File: src/rtl/rect_ctl.sv
// Per-frame motion controller for a dropping rectangle: constant acceleration, damped floor bounce.
// Position updates only on the vblnk rising edge, so every frame sees a stable position.
module rect_ctl #(
    parameter int unsigned SCREEN_H   = 600,
    parameter int unsigned RECT_H     = 64,
    parameter int unsigned X_INIT     = 368,
    parameter int unsigned Y_INIT     = 0,
    parameter int unsigned ACCEL      = 1,
    parameter int unsigned VMAX       = 32,
    parameter int unsigned DAMP_SHIFT = 1,
    parameter int unsigned STOP_VEL   = 2
) (
    input  logic        clk,
    input  logic        rst_n,
    input  logic        vblnk,
    input  logic        start,
    output logic [11:0] xpos,
    output logic [11:0] ypos,
    output logic        busy,
    output logic        done
);

    localparam int unsigned FLOOR = SCREEN_H - RECT_H;

    typedef enum logic [1:0] {StIdle, StFall, StUp, StStop} state_e;

    state_e      state_q, state_d;
    logic [11:0] vel_q, vel_d;
    logic [11:0] ypos_q, ypos_d;
    logic        busy_q, busy_d;
    logic        done_q, done_d;
    logic        vblnk_d, start_d;

    logic        tick, start_re;
    logic [12:0] pos_sum, vel_inc;
    logic [11:0] vel_damp;

    assign tick     = vblnk & ~vblnk_d;
    assign start_re = start & ~start_d;

    // 13-bit sums so an overflow past the floor or VMAX is never lost before the clamp
    assign pos_sum  = {1'b0, ypos_q} + {1'b0, vel_q};
    assign vel_inc  = {1'b0, vel_q} + 13'(ACCEL);
    assign vel_damp = vel_q - (vel_q >> DAMP_SHIFT);

    always_comb begin
        state_d = state_q;
        vel_d   = vel_q;
        ypos_d  = ypos_q;
        unique case (state_q)
            StIdle: begin
                if (start_re) begin
                    state_d = StFall;
                    vel_d   = '0;
                    ypos_d  = 12'(Y_INIT);
                end
            end
            StFall: begin
                if (tick) begin
                    if (pos_sum < 13'(FLOOR)) begin
                        ypos_d = pos_sum[11:0];
                        vel_d  = (vel_inc > 13'(VMAX)) ? 12'(VMAX) : vel_inc[11:0];
                    end else begin
                        ypos_d = 12'(FLOOR);
                        if (vel_damp > 12'(STOP_VEL)) begin
                            state_d = StUp;
                            vel_d   = vel_damp;
                        end else begin
                            state_d = StStop;
                            vel_d   = '0;
                        end
                    end
                end
            end
            StUp: begin
                if (tick) begin
                    ypos_d = (vel_q > ypos_q) ? 12'd0 : ypos_q - vel_q;
                    if (vel_q <= 12'(ACCEL)) begin
                        vel_d   = '0;
                        state_d = StFall;
                    end else begin
                        vel_d = vel_q - 12'(ACCEL);
                    end
                end
            end
            StStop: begin
                ypos_d = 12'(FLOOR);
                if (start_re) begin
                    state_d = StIdle;
                    ypos_d  = 12'(Y_INIT);
                    vel_d   = '0;
                end
            end
            default: state_d = StIdle;
        endcase
        // Flags follow the next state so they flip in the same cycle as the state register
        busy_d = (state_d == StFall) || (state_d == StUp);
        done_d = (state_d == StStop);
    end

    always_ff @(posedge clk or negedge rst_n) begin
        if (!rst_n) begin
            state_q <= StIdle;
            vel_q   <= '0;
            ypos_q  <= 12'(Y_INIT);
            busy_q  <= 1'b0;
            done_q  <= 1'b0;
            vblnk_d <= 1'b0;
            start_d <= 1'b0;
        end else begin
            state_q <= state_d;
            vel_q   <= vel_d;
            ypos_q  <= ypos_d;
            busy_q  <= busy_d;
            done_q  <= done_d;
            vblnk_d <= vblnk;
            start_d <= start;
        end
    end

    assign xpos = 12'(X_INIT);
    assign ypos = ypos_q;
    assign busy = busy_q;
    assign done = done_q;

endmodule

File: config.mk
export PLATFORM = sky130hd
export DESIGN_NAME = rect_ctl
export DESIGN_NICKNAME = d
export VERILOG_FILES = /design/src/rtl/rect_ctl.sv
export SDC_FILE = /design/constraint.sdc
export NUM_CORES = 1
export LEC_CHECK = 0
export CORE_UTILIZATION = 60
export DETAILED_ROUTE_END_ITERATION = 10
export HOLD_SLACK_MARGIN = 0.1
export PLACE_DENSITY = 0.8
export SLEW_MARGIN = 20
export SYNTH_ARGS = -nofsm -noshare
export SYNTH_HDL_FRONTEND = slang
export SYNTH_SLANG_ARGS = --single-unit
File: constraint.sdc
create_clock -name clk -period 4.3 [get_ports clk]
set_input_delay 1.075 -clock clk [delete_from_list [all_inputs] [get_ports clk]]
set_output_delay 1.075 -clock clk [all_outputs]
set_load 0.02 [all_outputs]
Word-level counts from Yosys, hierarchy flattened
Cells that the tools add are included.
{ "op_classes": {"addsub": 5, "order_cmp": 5, "n_eq_ne": 10, "mux": 22, "n_bitwise": 4, "n_reduce_logical": 5} }
{ "op_table": {"columns": ["cell", "count"], "rows": [
  ["two-way mux 12 bit", 11],
  ["one-hot mux 12 bit (4 select lines)", 1],
  ["one-hot mux 12 bit (3 select lines)", 1],
  ["adder 12 x 1 -> 13 bit (second input constant)", 1],
  ["adder 12 x 12 -> 13 bit", 1],
  ["> comparator 13 x 6 -> 1 bit (second input constant)", 1],
  ["< comparator 13 x 10 -> 1 bit (second input constant)", 1],
  ["> comparator 12 bit", 1],
  ["> comparator 12 x 2 -> 1 bit (second input constant)", 1],
  ["<= comparator 12 x 1 -> 1 bit (second input constant)", 1],
  ["two-way mux 2 bit", 6],
  ["subtractor 12 x 1 -> 12 bit (second input constant)", 1],
  ["subtractor 12 x 11 -> 12 bit", 1],
  ["subtractor 12 bit", 1],
  ["two-way mux 10 bit", 1],
  ["equality test 2 bit (second input constant)", 4],
  ["one-hot mux 2 bit (4 select lines)", 1],
  ["!= test 2 bit (second input constant)", 3],
  ["AND reduction 3 bit", 2],
  ["equality test 2 x 1 -> 1 bit (second input constant)", 2],
  ["bitwise AND 1 bit", 2],
  ["zero test 2 bit", 1],
  ["!= test 2 x 1 -> 1 bit (second input constant)", 1],
  ["inverter 1 bit", 2],
  ["3 further kinds", 3]
]} }
{ "word_totals": {"ff_bits": 30, "input_bits": 4, "wordCells": 58} }

Depth between registers and ports, before layout
{ "depth": {"ltp_word": 8, "depth_mapped": 14, "ltp_nobuf": 13} }

Worst setup path after synthesis
Ideal clock, no wire load.
{ "synth_timing": {"kind": "reg2reg", "startpoint": "register vel_q[4]", "endpoint": "register busy_q (netlist: busy)", "t_arrival_ns": 3.329, "slack_ns": 0.845, "stages_incl_launch_ff": 13, "n_path_buf": 2, "period_less_slack_ns": 3.455, "cell_sequence": "dfrtp_1 inv_1 ha_1 buf_4 or3_4 or3_1 and3_1 or4_4 nor4_2 buf_2 o22ai_1 o31ai_1 ha_1"} }
{ "synth_via": {"elab_chain_len": 8, "elab_cells_between_ends": 14} }
{ "synth_rtl": {"columns": ["element", "line_no", "rtl"], "rows": [
  ["start: declaration", "28", "logic [11:0] vel_q, vel_d;"],
  ["start signal: assignment", "112", "vel_q <= vel_d;"],
  ["subtractor 12 x 11 -> 12 bit", "44", "assign vel_damp = vel_q - (vel_q >> DAMP_SHIFT);"],
  ["> comparator 12 x 2 -> 1 bit", "65", "if (vel_damp > 12'(STOP_VEL)) begin"],
  ["two-way mux 1 bit", "65", null],
  ["two-way mux 2 bit", "60", "if (pos_sum < 13'(FLOOR)) begin"],
  ["two-way mux 2 bit", "59", "if (tick) begin"],
  ["one-hot mux 2 bit (4 select lines) *", "50", "unique case (state_q)"],
  ["equality test 2 x 1 -> 1 bit or equality test 2 bit (tied branches)", "97", "busy_d = (state_d == StFall) || (state_d == StUp);"],
  ["logical OR 1 bit *", "97", null],
  ["via busy_d", "30", "logic busy_q, busy_d;"],
  ["end signal: assignment", "114", "busy_q <= busy_d;"],
  ["end: declaration", "30", null]
]} }
Mark *: on every way through the listed nets, which the timed path passes. The rest lies on a longest branch.
A chain may end at the register's enable or synchronous reset.

Worst setup path after layout
{ "layout_timing": {"startpoint": "register vel_q[1]", "endpoint": "register busy_q (netlist: busy)"} }
The elaborated chain is that of the path after synthesis.

==> results.md <==
* Maximum number of buffers from clock root to sink at 2
* Number of global-route vias before repair at about 3800
* Synthesis warning total at 0
* Post-synthesis share of cell area spent on and, or, nand and nor gates at a little over a fifth
* Fmax at roughly 250 MHz
* Fraction of the mapped netlist area in adder cells at between 20 and 25%
* Async set-or-reset flop fraction in the synthesized netlist at 100%
* Wire length of the first global-routing pass at between 15 and 20 mm
* Result of the run: finished, final reports clean
* Actual transition at the worst max-transition pin at 807 ps
* Wirelength per Cell at about 18 um
* Total of endpoints with negative setup slack in the final report at 0
* Count of cells resized by post-cts repair at 0
* End-of-flow core utilization at about two thirds
* Number of placement rows at 30
* Library cells used by synthesis at 71
* Avg Inst Size Synth at between 8 and 9 sq um
* Sequential-to-total area share from yosys stat at around 18%
* GRT Overall Usage at between 30% and 40%
* DR pass1 iterations at 5
* Worst clock skew at 7.23 ps
* Count of vias placed by the detailed router at 4132
* Global route total overflow at 0
* Final Critical Period at around 4000 ps
* Total power after layout at between 3 and 4 mW
* Clk pin slew, worst setup/hold paths at 70 ps
* Data required time at the worst endpoint at 4470 ps
* Initial core utilization at 61.9%
* Violation count after the first detailed-routing iteration at around 230
* Xor-xnor portion of the synthesized cell area at just over 5%
* Largest driver fanout on the critical path at 8
* Register bit count reported by yosys at 30
* WS Path Type: reg -> reg
* Vertical die dimension at 85.5 um
* Gpl congestion at approximately 0.97
* Proportion of synthesized area in mux cells at 1.02%
* Crit share post-route at just over 90%
* Area of the die at between 7000 and 8000 sq um
* Unrepaired setup endpoints after global routing: false
* Type of origin of the critical path: flip-flop
* Complex-gate fraction of the synthesized area at a little over a quarter
* Critical path endpoint category: flip-flop
* H-tree level count at 2
* Total DRC errors in the routed layout at 0
* Signed area change from the synthesized netlist to the final layout at 7.30%
* Relative slew slack at a little under half
* Commonest register cell after synthesis: sky130_fd_sc_hd__dfrtp_1
* Placeable core region at between 6000 and 7000 sq um
* Critical path arrival at between 4000 and 5000 ps
* Worst min-delay path category: reg -> reg
* Number of maximum-capacitance constraint violations at 0
* Total clock buffers created by CTS at 5
* CTS Hold Buffers Added at 0
* Vias per std cell at slightly below 7
* Number of standard cells after synthesis at between 500 and 600
* Num Clock Sinks at 30
* Cell Pwr Density at between 700 and 800 nW/um^2
* Total setup buffers inserted after CTS at 0
* Buffers added on ports at 17
* Hold Vio Cnt, Final at 0
* Static Leak at between 2 and 2.5 nW
* Cell area after synthesis at about 4200 sq um
* Maximum number of pins on one net before global-route repair at 25
* Post-Route Setup TNS at 0 ps
* Clock tree root buffer cell: sky130_fd_sc_hd__clkbuf_8
* Clock insertion delay at the later pin of the skew report at about 280 ps
* Number of diodes at 0
* Worst-case vdd ir drop at around 0.6 mV
* DP HPWL at 8.89 mm
* Layout Nets at about 600
* Horizontal die dimension at 85.5 um
* Number of enable-type register cells in the synthesized netlist at 0
* Count of boundary I/O pins at 30
* Total Routed Length at 11.3 mm
* Remaining antenna violation count at 0
* TritonCTS clock tree: built
* Ratio of cells with drive above 1 in the final layout at between 5 and 6%
* Antenna violations before repair at 0
* Max-slew violation count at 0
* Largest family of logic cells by synthesized area: compound AO/OA/AOI/OAI gates
==> worst paths after layout <==
path	start	end	slack [ps]	depth (start not counted)
worst max-delay path	vel_q[1]	busy	300	11
worst min-delay path	ypos[0]	ypos[0]	550	2
worst max register to register	vel_q[1]	busy	300	11
worst min register to register	ypos[0]	ypos[0]	550	2
max in group asynchronous	rst_n	vel_q[6]	2610	2
min in group asynchronous	rst_n	done	1040	1
==> kinds of logic (layout without fill, tap and decap cells) <==
group,Yosys count,in the layout
flops,30,30
compound gates,156,156
other cells,2,12
fa+ha+maj,67,67
buf+inv,65,69
xor+xnor,24,24
mux,4,4
simple gates,171,171
==> critical path: stages, from the launching register on <==
cell	delay, ps
sky130_fd_sc_hd__dfrtp_1	600
sky130_fd_sc_hd__inv_1	250
sky130_fd_sc_hd__ha_1	350
sky130_fd_sc_hd__or2_2	300
sky130_fd_sc_hd__a221oi_1	470
sky130_fd_sc_hd__o21bai_1	120
sky130_fd_sc_hd__a221oi_1	440
sky130_fd_sc_hd__nand4_1	170
sky130_fd_sc_hd__nor4_1	450
sky130_fd_sc_hd__a31oi_1	190
sky130_fd_sc_hd__o31ai_1	280
sky130_fd_sc_hd__ha_1	270
==> per-stage QoR <==
step | hold slack [ps] | cell area, sq um | setup WS [ps] | cells
2_1_floorplan | 585 | 4220 | 845 | 529
3_3_place_gp | 527 | 4380 | 464 | 605
6_report | 552 | 4490 | 297 | 613
4_1_cts | 554 | 4490 | 337 | 613
3_5_place_dp | 539 | 4380 | 372 | 605
5_1_grt | 597 | 4490 | 139 | 613
==> power by group <==
| group | switching (mW) | leakage, nW | internal (mW) |
|---|---|---|---|
| clock | 0.118 | 0.0575 | 0.162 |
| sequential | 0.146 | 0.394 | 0.364 |
| combinational | 1.69 | 1.56 | 1.09 |
| total | 1.95 | 2.01 | 1.62 |
==> synth_stat cells, types with 7 or more instances <==
master                     number  share of area (%)
sky130_fd_sc_hd__ha_1          64                 19
sky130_fd_sc_hd__nor2b_1       13                1.9
sky130_fd_sc_hd__nand2_1       39                3.5
sky130_fd_sc_hd__nor3_1        10                1.2
sky130_fd_sc_hd__buf_4         13                2.3
sky130_fd_sc_hd__dfrtp_1       30                 18
sky130_fd_sc_hd__nand3_1       19                2.3
sky130_fd_sc_hd__nand2b_1      12                1.8
sky130_fd_sc_hd__a211oi_1       7                1.3
sky130_fd_sc_hd__xnor2_1       21                4.4
sky130_fd_sc_hd__inv_1         37                3.3
sky130_fd_sc_hd__clkbuf_1      11               0.99
sky130_fd_sc_hd__o21ai_0       31                3.7
sky130_fd_sc_hd__a21oi_1       32                3.8
sky130_fd_sc_hd__nor2_1        35                3.1
==> state kept, by name (all words and copies together), names as in the netlist <==
name,flops
vel_q,12
ypos,12
state_q,2
busy,1
done,1
start_d,1
vblnk_d,1
==> routing by layer <==
layer | wire length, um | track usage [%] | up-vias
li1 | - | - | 1906
met1 | 4860 | 42.8 | 1969
met2 | 5350 | 53.2 | 218
met3 | 665 | 2.43 | 39
met4 | 409 | 14.2 | 0
met5 | 0 | 0 | -
==> final cells by class <==
class,count,area (sq um)
Tap cell,80,100
Clock buffer,8,110
Fill cell,574,2270
Multi-Input combinational cell,434,3160
Sequential cell,30,751
Timing Repair Buffer,24,223
Inverter,37,139
==> cells in the final DEF, fill, tap and decap left out, types with 4 or more instances in the layout <==
cell,count
sky130_fd_sc_hd__nand2_1,39
sky130_fd_sc_hd__xnor2_1,21
sky130_fd_sc_hd__a32oi_1,4
sky130_fd_sc_hd__nand2b_1,12
sky130_fd_sc_hd__a22o_1,4
sky130_fd_sc_hd__nor3_1,10
sky130_fd_sc_hd__clkdlybuf4s50_1,17
sky130_fd_sc_hd__ha_1,64
sky130_fd_sc_hd__and2_1,4
sky130_fd_sc_hd__o21bai_1,4
sky130_fd_sc_hd__a211oi_1,7
sky130_fd_sc_hd__buf_4,7
sky130_fd_sc_hd__nor4_1,5
sky130_fd_sc_hd__a221oi_1,5
sky130_fd_sc_hd__o31ai_1,6
sky130_fd_sc_hd__inv_1,37
sky130_fd_sc_hd__and3_1,4
sky130_fd_sc_hd__nor2b_1,13
sky130_fd_sc_hd__o22ai_1,4
sky130_fd_sc_hd__dfrtp_1,30
sky130_fd_sc_hd__nand3_1,19
sky130_fd_sc_hd__a311oi_1,6
sky130_fd_sc_hd__a21o_1,4
sky130_fd_sc_hd__o21ai_0,31
sky130_fd_sc_hd__nand4_1,4
sky130_fd_sc_hd__clkbuf_8,8
sky130_fd_sc_hd__nor2_1,35
sky130_fd_sc_hd__o211ai_1,5
sky130_fd_sc_hd__or4_1,4
sky130_fd_sc_hd__a21oi_1,32
sky130_fd_sc_hd__conb_1,12
sky130_fd_sc_hd__o21a_1,4
sky130_fd_sc_hd__a221o_1,4
No activity file was read; power rests on OpenSTA's default activity.
==> RTL change, RTL diff (same flow settings) <==
Encoding of `state_e`: now one-hot (4 bits for 4 states).
--- a/src/rtl/rect_ctl.sv
+++ b/src/rtl/rect_ctl.sv
@@ -22,7 +22,7 @@
 
     localparam int unsigned FLOOR = SCREEN_H - RECT_H;
 
-    typedef enum logic [1:0] {StIdle, StFall, StUp, StStop} state_e;
+    typedef enum logic [3:0] {StIdle = 4'b0001, StFall = 4'b0010, StUp = 4'b0100, StStop = 4'b1000} state_e;
 
     state_e      state_q, state_d;
     logic [11:0] vel_q, vel_d;
Check against the original RTL: same outputs for any inputs over 10 cycles, from zero or initial values and one cycle with rst_n low; not proved beyond that.
==> RTL change against the original RTL <==
- worst setup slack better by 0.24 ns
- maximum frequency up 6.3%
- sequential cell count up 2
- non-clock buffer count up 1
- count of clock-buffer cells in the layout down 1
- routed wire length up 0.41%
- cell area up 0.17%
- synthesized area down 0.12%
- die area down 0.12%
- critical endpoint is now vel_q[0]
Power is not compared: it rests on default switching activity, and its combinational part moved more than twofold at a synthesized area within 25%.
==> RTL change: results (changes against the original RTL) <==
* Detailed placer's ending HPWL: 8760 um (was 8890 um)
* DRC marker count from the first detailed-route iteration: 312 (was 232)
- The gate count of the mapped netlist is 515 (was 519).
* Number of iterations in the first detailed-routing pass: 5 (unchanged)
- The sequential share of the synthesized area was 0.192 (was 0.180).
* Cell types with the largest area share after synthesis: dfrtp_1 19%, ha_1 18%, xnor2_1 4.0% (was ha_1 19%, dfrtp_1 18%, xnor2_1 4.4%)
- The number of fill cells in the layout came to 577 (was 574).
- Top cell types by occurrence after synthesis: 59 x ha_1, 43 x inv_1, 37 x nor2_1, 33 x a21oi_1, 33 x nand2_1 (was 64 x ha_1, 39 x nand2_1, 37 x inv_1, 35 x nor2_1, 32 x a21oi_1).
* Average wire length per cell after detail routing: 18.6 um (was 18.4 um)
- The number of global-route vias before repair was 3812 (was 3807).
- Startpoint of the worst hold path: ypos[0] (unchanged)
- The routability-driven placement congestion ratio came to 0.909 (was 0.974).
- The critical path's slowest cell was dfrtp_1 (unchanged).
* Peak ir drop on the vdd network: 0.000248 V
- The post-detailed-route via-to-cell ratio is 6.56 (was 6.74).
* TritonCTS clock tree: built (unchanged)
* Highest net fanout along the worst path: 11 (was 8)
- The post-synthesis async set-or-reset flop share came to 1.00 (unchanged).
- Wire length of the first global-routing pass: 19000 um (was 18500 um)
- Outcome: finished clean (unchanged)
* Largest stage delay on the critical path: 0.52 ns (was 0.60 ns)
* Worst-case clock skew: 0.0143 ns (was 0.00723 ns)
- Inserted Clock Buffers: 5 (unchanged)
- Initial antenna violation count: 0 (unchanged)
- Crit path arrival time: 3.94 ns (was 4.17 ns)
- The buffers inserted during post-CTS setup optimization is 0 (unchanged).
* Input/output buffers: 17 (unchanged)
- Hold crit path type: flop to flop (unchanged)
- The total track usage is 0.327 (was 0.320).
- Clock-pin slew on the worst setup and hold paths: 0.06 ns
- The cell total after placement was 601 (was 605).
- The net total in the final layout is 594 (was 603).
- The share of cells above drive strength 1 is 0.0775 (was 0.0525).
- The count of cells resized by post-cts repair came to 0 (unchanged).
- Pin count of the biggest net entering global routing: 33 (was 25)
- The total detailed-routing wirelength is 11300 um (about the same).
* Number of library cell types mapped by synthesis: 81 (was 71)
- The headroom to the max-slew limit is 0.494 (was 0.459).
* Insertion delay to the later sink of the worst-skew pair: 0.30 ns (was 0.28 ns)
-- RTL change: cell count changes after synthesis, sizes merged, moves of 5 or more --
| cell | unedited run | this run |
|---|---|---|
| o211ai | 5 | 12 |
| inv | 37 | 43 |
| nor3 | 10 | 20 |
| nand3 | 19 | 12 |
| ha | 64 | 59 |
| a22oi | 1 | 6 |
| nand2 | 39 | 33 |
-- RTL change: tightest hold or removal path, cell delays in order, from the launching register on --
cell and delay, ns:
dfrtp_1 0.39, nand2_1 0.06, o31ai_1 0.06
-- RTL change: area by class of cell --
| cell class | count | area (um^2) | area share |
|---|---|---|---|
| sequential | 32 | 802 | 0.178 |
| multi-input combinational | 421 | 3070 | 0.684 |
| clock buffer | 7 | 96.3 | 0.0214 |
| tap | 80 | 100 | 0.0223 |
| inverter | 43 | 161 | 0.0359 |
| timing repair buffer | 25 | 230 | 0.0512 |
| clock inverter | 1 | 30.0 | 0.00668 |
-- RTL change: power by group through the flow --
stage,Combinational [mW],Clock [mW],Sequential (mW)
floorplan,0.657,0,0.364
global route,0.959,0.346,0.366
CTS,0.852,0.333,0.361
detailed placement,0.846,0,0.366
global placement,0.828,0,0.363
finish,0.866,0.334,0.361
-- RTL change: worst paths after layout --
kind                         endpoint  slack (ns)  cells past startpoint
setup / recovery             vel_q[0]        0.53                     10
hold / removal                ypos[0]        0.55                      2
setup reg to reg             vel_q[0]        0.53                     10
hold reg to reg               ypos[0]        0.55                      2
max in group asynchronous  state_q[0]        2.77                      2
min in group asynchronous     ypos[1]        1.19                      2
-- RTL change: kinds of logic (layout without fill, tap and decap cells) --
kind of cell,after synthesis,count (layout),share of synthesized area
AND/OR/NAND/NOR,163,163,0.201
multiplexers,4,4,0.00959
other,2,12,0.00180
flip-flops,32,32,0.192
XOR/XNOR,24,24,0.0503
AO/OA/AOI/OAI,156,156,0.273
buffers and inverters,72,76,0.0809
adder cells (fa/ha/maj),62,62,0.191
-- RTL change: metrics by stage --
step | util | instance area [um^2] | setup slack (ns)
global route | 0.665 | 4490 | 0.322
floorplan | - | 4210 | 1.29
CTS | 0.665 | 4490 | 0.567
finish | 0.665 | 4490 | 0.533
global placement | 0.646 | 4370 | 0.553
detailed placement | 0.646 | 4370 | 0.549
-- RTL change: per-layer routing --
metal,up-vias,share of wire,track usage
met5,-,0,0
met2,173,0.47,0.542
met1,1914,0.43,0.435
met3,31,0.057,0.0370
li1,1877,-,-
met4,0,0.036,0.130
